## config.mk

```make
export PLATFORM = sky130hd
export DESIGN_NAME = muldiv_sequencer_flat
export DESIGN_NICKNAME = d
export VERILOG_FILES = /design/src/rtl/muldiv_sequencer_if.sv /design/src/rtl/muldiv_sequencer.sv /design/src/flat_wrapper.sv
export SDC_FILE = /design/constraint.sdc
export NUM_CORES = 2
export LEC_CHECK = 0
export CELL_PAD_IN_SITES_DETAIL_PLACEMENT = 1
export CELL_PAD_IN_SITES_GLOBAL_PLACEMENT = 1
export CORE_ASPECT_RATIO = 0.8
export CORE_MARGIN = 5
export CORE_UTILIZATION = 56
export CTS_BUF_LIST = sky130_fd_sc_hd__clkbuf_4 sky130_fd_sc_hd__clkbuf_8
export CTS_CLUSTER_SIZE = 28
export DETAILED_ROUTE_END_ITERATION = 10
export HOLD_SLACK_MARGIN = 0.03
export PLACE_DENSITY_LB_ADDON = 0.1
export SYNTH_ARGS = -nofsm -noshare
export SYNTH_HDL_FRONTEND = slang
export SYNTH_SLANG_ARGS = --single-unit
export TNS_END_PERCENT = 50
```

## constraint.sdc

```tcl
create_clock -name CLK -period 15.59 [get_ports CLK]
set_input_delay 4.677 -clock CLK [delete_from_list [all_inputs] [get_ports CLK]]
set_output_delay 4.677 -clock CLK [all_outputs]
set_load 0.02 [all_outputs]
```

## src/rtl/muldiv_sequencer_if.sv

```systemverilog
// Request/result bundle between the execute stage and the multi-cycle
// RV32M multiply/divide sequencer.
interface muldiv_sequencer_if #(
    parameter int XLEN = 32
);
    logic            START;
    logic            FLUSH;
    logic [4:0]      SELECT;
    logic [XLEN-1:0] DATA1;
    logic [XLEN-1:0] DATA2;
    logic [XLEN-1:0] RESULT;
    logic            DONE;
    logic            BUSY;
    logic            STALL;

    modport master (
        output START, FLUSH, SELECT, DATA1, DATA2,
        input  RESULT, DONE, BUSY, STALL
    );

    modport slave (
        input  START, FLUSH, SELECT, DATA1, DATA2,
        output RESULT, DONE, BUSY, STALL
    );
endinterface

```

## src/rtl/muldiv_sequencer.sv

```systemverilog
// RV32M sequencer: single registered multiply cycle or 32-step restoring
// divide, holding the pipeline through STALL until a one-cycle DONE.
module muldiv_sequencer #(
    parameter int XLEN      = 32,
    parameter int DIV_STEPS = 32
) (
    input  logic              CLK,
    input  logic              RESET,
    muldiv_sequencer_if.slave bus
);

    typedef enum logic [1:0] {
        S_IDLE,
        S_MUL,
        S_DIV,
        S_DONE
    } state_e;

    state_e          state_q, state_d;
    logic [XLEN-1:0] a_q, a_d;
    logic [XLEN-1:0] b_q, b_d;
    logic [2:0]      op_q, op_d;
    logic [5:0]      cnt_q, cnt_d;
    logic [XLEN-1:0] quo_q, quo_d;
    logic [XLEN-1:0] rem_q, rem_d;
    logic            special_q, special_d;
    logic            qneg_q, qneg_d;
    logic            rneg_q, rneg_d;
    logic [XLEN-1:0] result_q, result_d;

    logic            is_mop;
    logic            can_accept;
    logic            accept;
    logic            sgn_div;
    logic            div0;
    logic            ovf;
    logic [XLEN-1:0] d1_abs;
    logic [XLEN-1:0] d2_abs;

    logic [2*XLEN-1:0] a_ext;
    logic [2*XLEN-1:0] b_ext;
    logic [2*XLEN-1:0] prod;
    logic [XLEN-1:0]   mul_res;

    logic [XLEN:0]   shifted;
    logic [XLEN:0]   diff;
    logic [XLEN-1:0] quo_step;
    logic [XLEN-1:0] rem_step;
    logic [XLEN-1:0] q_fin;
    logic [XLEN-1:0] r_fin;
    logic [XLEN-1:0] div_res;
    logic [XLEN-1:0] spc_res;

    always_comb begin
        is_mop     = (bus.SELECT[4:3] == 2'b01);
        can_accept = (state_q == S_IDLE) || (state_q == S_DONE);
        accept     = bus.START && is_mop && can_accept && !bus.FLUSH;

        sgn_div = ~bus.SELECT[0];
        div0    = (bus.DATA2 == '0);
        ovf     = sgn_div
                  && (bus.DATA1 == {1'b1, {(XLEN-1){1'b0}}})
                  && (bus.DATA2 == '1);
        d1_abs  = (sgn_div && bus.DATA1[XLEN-1])
                  ? (~bus.DATA1 + 1'b1) : bus.DATA1;
        d2_abs  = (sgn_div && bus.DATA2[XLEN-1])
                  ? (~bus.DATA2 + 1'b1) : bus.DATA2;
    end

    // MULHU is the only unsigned rs1; only MUL/MULH treat rs2 as signed.
    always_comb begin
        a_ext = {{XLEN{(op_q != 3'b011) & a_q[XLEN-1]}}, a_q};
        b_ext = {{XLEN{~op_q[1] & b_q[XLEN-1]}}, b_q};
        prod  = a_ext * b_ext;
        if (op_q == 3'b000) begin
            mul_res = prod[XLEN-1:0];
        end else begin
            mul_res = prod[2*XLEN-1:XLEN];
        end
    end

    always_comb begin
        shifted = {rem_q, quo_q[XLEN-1]};
        diff    = shifted - {1'b0, b_q};
        if (!diff[XLEN]) begin
            rem_step = diff[XLEN-1:0];
            quo_step = {quo_q[XLEN-2:0], 1'b1};
        end else begin
            rem_step = shifted[XLEN-1:0];
            quo_step = {quo_q[XLEN-2:0], 1'b0};
        end
        q_fin   = qneg_q ? (~quo_step + 1'b1) : quo_step;
        r_fin   = rneg_q ? (~rem_step + 1'b1) : rem_step;
        div_res = op_q[1] ? r_fin : q_fin;
        spc_res = op_q[1] ? rem_q : quo_q;
    end

    always_comb begin
        state_d   = state_q;
        a_d       = a_q;
        b_d       = b_q;
        op_d      = op_q;
        cnt_d     = cnt_q;
        quo_d     = quo_q;
        rem_d     = rem_q;
        special_d = special_q;
        qneg_d    = qneg_q;
        rneg_d    = rneg_q;
        result_d  = result_q;

        case (state_q)
            S_IDLE, S_DONE: begin
                state_d = S_IDLE;
                if (accept) begin
                    op_d = bus.SELECT[2:0];
                    if (!bus.SELECT[2]) begin
                        state_d = S_MUL;
                        a_d     = bus.DATA1;
                        b_d     = bus.DATA2;
                    end else begin
                        state_d   = S_DIV;
                        cnt_d     = 6'(DIV_STEPS);
                        qneg_d    = sgn_div
                                    && (bus.DATA1[XLEN-1] ^ bus.DATA2[XLEN-1]);
                        rneg_d    = sgn_div && bus.DATA1[XLEN-1];
                        special_d = div0 || ovf;
                        b_d       = d2_abs;
                        unique case (1'b1)
                            div0: begin
                                quo_d = '1;
                                rem_d = bus.DATA1;
                            end
                            ovf: begin
                                quo_d = {1'b1, {(XLEN-1){1'b0}}};
                                rem_d = '0;
                            end
                            default: begin
                                quo_d = d1_abs;
                                rem_d = '0;
                            end
                        endcase
                    end
                end
            end
            S_MUL: begin
                if (bus.FLUSH) begin
                    state_d = S_IDLE;
                end else begin
                    state_d  = S_DONE;
                    result_d = mul_res;
                end
            end
            S_DIV: begin
                if (bus.FLUSH) begin
                    state_d = S_IDLE;
                end else if (special_q) begin
                    state_d  = S_DONE;
                    result_d = spc_res;
                end else begin
                    quo_d = quo_step;
                    rem_d = rem_step;
                    cnt_d = cnt_q - 6'd1;
                    if (cnt_q == 6'd1) begin
                        state_d  = S_DONE;
                        result_d = div_res;
                    end
                end
            end
            default: state_d = S_IDLE;
        endcase
    end

    always_ff @(posedge CLK or negedge RESET) begin
        if (!RESET) begin
            state_q   <= S_IDLE;
            a_q       <= '0;
            b_q       <= '0;
            op_q      <= '0;
            cnt_q     <= '0;
            quo_q     <= '0;
            rem_q     <= '0;
            special_q <= 1'b0;
            qneg_q    <= 1'b0;
            rneg_q    <= 1'b0;
            result_q  <= '0;
        end else begin
            state_q   <= state_d;
            a_q       <= a_d;
            b_q       <= b_d;
            op_q      <= op_d;
            cnt_q     <= cnt_d;
            quo_q     <= quo_d;
            rem_q     <= rem_d;
            special_q <= special_d;
            qneg_q    <= qneg_d;
            rneg_q    <= rneg_d;
            result_q  <= result_d;
        end
    end

    assign bus.RESULT = result_q;
    assign bus.DONE   = (state_q == S_DONE);
    assign bus.BUSY   = (state_q != S_IDLE);
    assign bus.STALL  = (bus.START && is_mop && can_accept)
                        || (state_q == S_MUL) || (state_q == S_DIV);

endmodule

```

## src/flat_wrapper.sv

```systemverilog
// flat-port wrapper written by rule: the top's interface ports become plain ports
module muldiv_sequencer_flat 
#(
    parameter int XLEN      = 32,
    parameter int DIV_STEPS = 32
)
  (CLK, RESET, bus_START, bus_FLUSH, bus_SELECT, bus_DATA1, bus_DATA2, bus_RESULT, bus_DONE, bus_BUSY, bus_STALL);
  muldiv_sequencer_if #(.XLEN(XLEN)) bus_i ();
  input  logic CLK;
  input  logic RESET;
  input wire logic [$bits(bus_i.START)-1:0] bus_START;
  input wire logic [$bits(bus_i.FLUSH)-1:0] bus_FLUSH;
  input wire logic [$bits(bus_i.SELECT)-1:0] bus_SELECT;
  input wire logic [$bits(bus_i.DATA1)-1:0] bus_DATA1;
  input wire logic [$bits(bus_i.DATA2)-1:0] bus_DATA2;
  output wire logic [$bits(bus_i.RESULT)-1:0] bus_RESULT;
  output wire logic [$bits(bus_i.DONE)-1:0] bus_DONE;
  output wire logic [$bits(bus_i.BUSY)-1:0] bus_BUSY;
  output wire logic [$bits(bus_i.STALL)-1:0] bus_STALL;
  assign bus_i.START = bus_START;
  assign bus_i.FLUSH = bus_FLUSH;
  assign bus_i.SELECT = bus_SELECT;
  assign bus_i.DATA1 = bus_DATA1;
  assign bus_i.DATA2 = bus_DATA2;
  assign bus_RESULT = bus_i.RESULT;
  assign bus_DONE = bus_i.DONE;
  assign bus_BUSY = bus_i.BUSY;
  assign bus_STALL = bus_i.STALL;
  muldiv_sequencer #(.XLEN(XLEN), .DIV_STEPS(DIV_STEPS)) u_core (.CLK(CLK), .RESET(RESET), .bus(bus_i));
endmodule
```

# Word level (Yosys, flattened, before mapping)
# Cells that the tools add are included.
[word_totals]
ff_bits = 174
input_bits = 73
out_inout_bits = 35
wordCells = 107
[op_classes]
n_addsub = 6
n_mul = 1
eq_ne = 15
mux = 39
n_bitwise = 10
reduce_logical = 25
[ops]
columns = ["operator", "count"]
rows = [
  ["$mux 32", 22],
  ["$pmux 32 s2", 4],
  ["$add 32x1->32 const B", 4],
  ["$not 32->32", 4],
  ["$eq 32x32->1 const B", 2],
  ["$mul 33x33->64", 1],
  ["$sub 33x32->33", 1],
  ["$logic_not 32->1", 1],
  ["$mux 6", 4],
  ["$mux 2", 6],
  ["$pmux 6 s2", 1],
  ["$logic_and 1x1->1", 8],
  ["$ne 2x2->1 const B", 4],
  ["$eq 6x1->1 const B", 1],
  ["$pmux 2 s3", 1],
  ["$reduce_and 3->1", 2],
  ["$reduce_bool 2->1", 3],
  ["$sub 6x1->6 const B", 1],
  ["$reduce_and 5->1", 1],
  ["$eq 2x1->1 const B", 2],
  ["$eq 2x2->1 const B", 2],
  ["$logic_or 1x1->1", 4],
  ["$ne 4x2->1 const B", 1],
  ["$reduce_and 4->1", 1],
  ["other kinds (12)", 15],
]

# Logic depth before layout (Yosys ltp)
[depth]
ltp_word = 10
depth_mapped = 33
depth_no_buf = 30

# Least setup slack after synthesis
# Ideal clock, no wire load.
[synth_path]
kind = "input to output"
start = "in bus_SELECT[4]"
end = "out bus_STALL"
t_arrival_ns = 5.117
required_time_ns = 10.913
path_slack_ns = 5.796
cell_stages = 2
n_path_buf = 0
path_cell_list = "nand4bb_1 -> nand2_1"
[synth_via]
elab_chain_len = 5
[synth_lines]
columns = ["element", "line_no", "rtl"]
rows = [
  ["from (decl)", "flat_wrapper.sv:13", "input wire logic [$bits(bus_i.SELECT)-1:0] bus_SELECT;"],
  ["$eq 2x1->1", "muldiv_sequencer.sv:55", "is_mop = (bus.SELECT[4:3] == 2'b01);"],
  ["$logic_and 1x1->1 (2 in series)", "muldiv_sequencer.sv:204", "assign bus.STALL = (bus.START && is_mop && can_accept)"],
  ["$logic_or 1x1->1 (2 in series)", "muldiv_sequencer.sv:205", "|| (state_q == S_MUL) || (state_q == S_DIV);"],
  ["to (decl)", "flat_wrapper.sv:19", "output wire logic [$bits(bus_i.STALL)-1:0] bus_STALL;"],
]
# No other way between the ends.

# Worst setup path in the final report
# Same ends and word-level chain as after synthesis.

==> reports/metrics.csv <==
metric;value;unit
status;complete, no violations;
Hold EP;u_core.bus.RESULT[17];
Min-Delay Startpoint;u_core.bus.RESULT[17];
Post-CTS Resized;0;
family with the most delay on the worst path;buffers and inverters;
P&R area growth vs syn;4.681;%
die area;98570;µm²
Clk pin slew, worst setup/hold paths;0.11;ns
Worst setup SP type;primary input;
final setup TNS;0;ns
RSZ-0062 raised after global routing;false;
CP Data Required Time;10.91;ns
Row Count;99;
CTS buffer count;17;
clock sink total;174;
Top Ports;108;
hold path cells;1;
Worst Tran Pin Value;1.477;ns
yosys warns;0;
drc violations;0;
Final #Nets;7226;
post-layout util;59.22;%
Worst Setup End Kind;primary output;
Worst Hold Class;flop to flop;
cts hold-fix bufs;0;
largest stage delay on the critical path;0.62;ns
worst-skew pair later-pin latency;0.54;ns
Post-Synthesis Cell Area;51720;µm²
r2r startpoint;u_core.op_q[1];
synth cell count leaders;1150 x inv_1, 1126 x fa_1, 896 x nand2_1;
routed wire length per instance;26.55;µm
post-synth top area share;43.59;%
Max Cap Violations;0;
async set-reset flop share out of synthesis;100.0;%
layout cells sized above 1;3.751;%
drt total wl;185800;µm
Max Clock Skew;0.02217;ns
CTS tree;yes;
most used cell, CP;clkdlybuf4s50_1;
Tot GR Track Use;38.76;%
total setup buffers inserted after CTS;0;
Via density;6.144;
Final min period;11.00;ns
Port Buf Inserts;107;
Post-synth EDFFs;0;
Vias;43000;
synthesized instance count;5903;
Placer Congestion;1.001;
1st-iter DRT viols;3702;
dpl hpwl;147800;µm
slew margin rel.;1.354;%
FMAX;90.95;MHz
Setup CP Type;primary input to primary output;
R2R Setup Slk;5.45;ns
Clock H-tree levels;4;
sequential area share after synthesis;8.419;%
syn nets;7357;
syn avg cell area;8.761;µm²
WP data arrival;6.32;ns
largest net degree at the start of global routing;104;
die height;281.8;µm
clk root buf;clkbuf_8;
top-count cell post-synth;inv_1;
Synth area leader;fa_1;
Slew Viols, Final;0;
Die X;349.8;µm
final setup vio count;0;
worst setup path start;bus_SELECT[4];
largest buffer count on any clock path;2;
crit-path cells;clkdlybuf4s50_1 -> nand4bb_1 -> nand2_1 -> clkdlybuf4s50_1;
Synth area leaders;fa_1 44%, dfrtp_1 8.4%, inv_1 8.3%, nand2_1 6.5%, ha_1 6.2%;
initial antenna violation count;8;
Fill cells;10650;
core area;91420;µm²
top_reg_cell synth;dfrtp_1;
post-route ant nets;0;
CP max FO;5;
Initial Util;56.58;%
CP Buf/Inv Count;2;
TritonRoute pass-1 iters;6;
global-route wire length before repair;289100;µm
vias in the first global route;48480;
GRT overflow;0;
CP max stage cell;clkdlybuf4s50_1;
Tcrit/Tclk final;70.53;%
Yosys reg bits;174;
reg2reg path depth;29;
r2r endpoint;u_core.bus.RESULT[27];
final hold violation count;0;
Netlist cell types;88;
-- routing by layer --
layer / part of all wire [%] / GRT usage (%)
met4: 4.9 / 15.78
met2: 46 / 62.69
met1: 39 / 51.61
met5: 0.0070 / 0
met3: 9.5 / 8.220
-- cells in the final DEF, fill, tap and decap left out, types with 11 or more instances in the layout --
cell type	instances
a21o_1	51
nor3_1	50
o21ai_0	232
fa_1	1126
o31ai_1	30
nand4_1	22
mux2i_1	44
o41ai_1	16
a211oi_1	28
o221ai_1	14
xnor2_1	133
nor4_1	15
o211ai_1	24
or2_2	14
o22ai_1	11
inv_1	1150
a31oi_1	45
nor2b_1	13
clkbuf_8	19
nor2_1	209
or4_1	14
or3_1	24
buf_4	93
nand2_1	896
clkdlybuf4s50_1	106
nand3_1	40
dfrtp_1	168
nand2b_1	18
xor2_1	74
o21bai_1	13
o21a_1	21
a21oi_1	217
and2_1	372
ha_1	254
mux2_2	45
and3_1	32
-- logic make-up (layout without fill, tap and decap cells) --
kind of cell | Yosys count | after routing | synth area share, %
AOI/OAI and AO/OA | 794 | 794 | 9.532
xor gates and xnor gates | 207 | 207 | 3.506
adders and majority gates | 1381 | 1381 | 49.75
buffers and inverters | 1501 | 1383 | 10.95
DFF | 174 | 174 | 8.419
muxes | 94 | 94 | 2.049
other | 0 | 2 | 0
and+or+nand+nor | 1752 | 1752 | 15.79
-- layout make-up --
type	count	area, µm²	share of cell area [%]
multi-input cells	4228	41740	77.10
flip-flops and latches	174	4362	8.056
inverters	1151	4320	7.980
repair buffers	200	1773	3.275
well taps	1212	1516	2.801
clock buffers	18	247.7	0.4576
clock inverters	14	176.4	0.3259
diodes	2	5.005	0.009244
-- state kept, by name (all words and copies together) (netlist names) --
| register | cells |
|---|---|
| u_core.rem_q | 32 |
| u_core.bus.RESULT | 32 |
| u_core.b_q | 32 |
| u_core.qneg_q | 1 |
| u_core.a_q | 32 |
| u_core.special_q | 1 |
| u_core.quo_q | 32 |
| u_core.cnt_q | 6 |
| u_core.op_q | 3 |
| u_core.rneg_q | 1 |
| u_core.state_q | 2 |
-- worst max path at each step --
stage                endpoint  depth (start not counted)
finish              bus_STALL                          4
global route        bus_STALL                          4
CTS                 bus_STALL                          4
detailed placement  bus_STALL                          4
global placement    bus_STALL                          4
floorplan           bus_STALL                          2
-- metrics by stage --
| stage | instance area, µm² | setup slack, ns | hold WS, ns | instances |
|---|---|---|---|---|
| after floorplan | 51720 | 5.796 | 0.4897 | 5903 |
| after global placement | 53710 | 4.647 | 0.4649 | 6965 |
| after detailed placement | 53710 | 4.635 | 0.4808 | 6965 |
| after CTS | 54130 | 4.633 | 0.5072 | 6997 |
| after global routing | 54140 | 4.582 | 0.5296 | 6998 |
| final | 54140 | 4.595 | 0.5093 | 6999 |
Power is left out: the tool's default activity adds up to more than one toggle a clock period on the data nets, which glitch-free logic cannot reach.
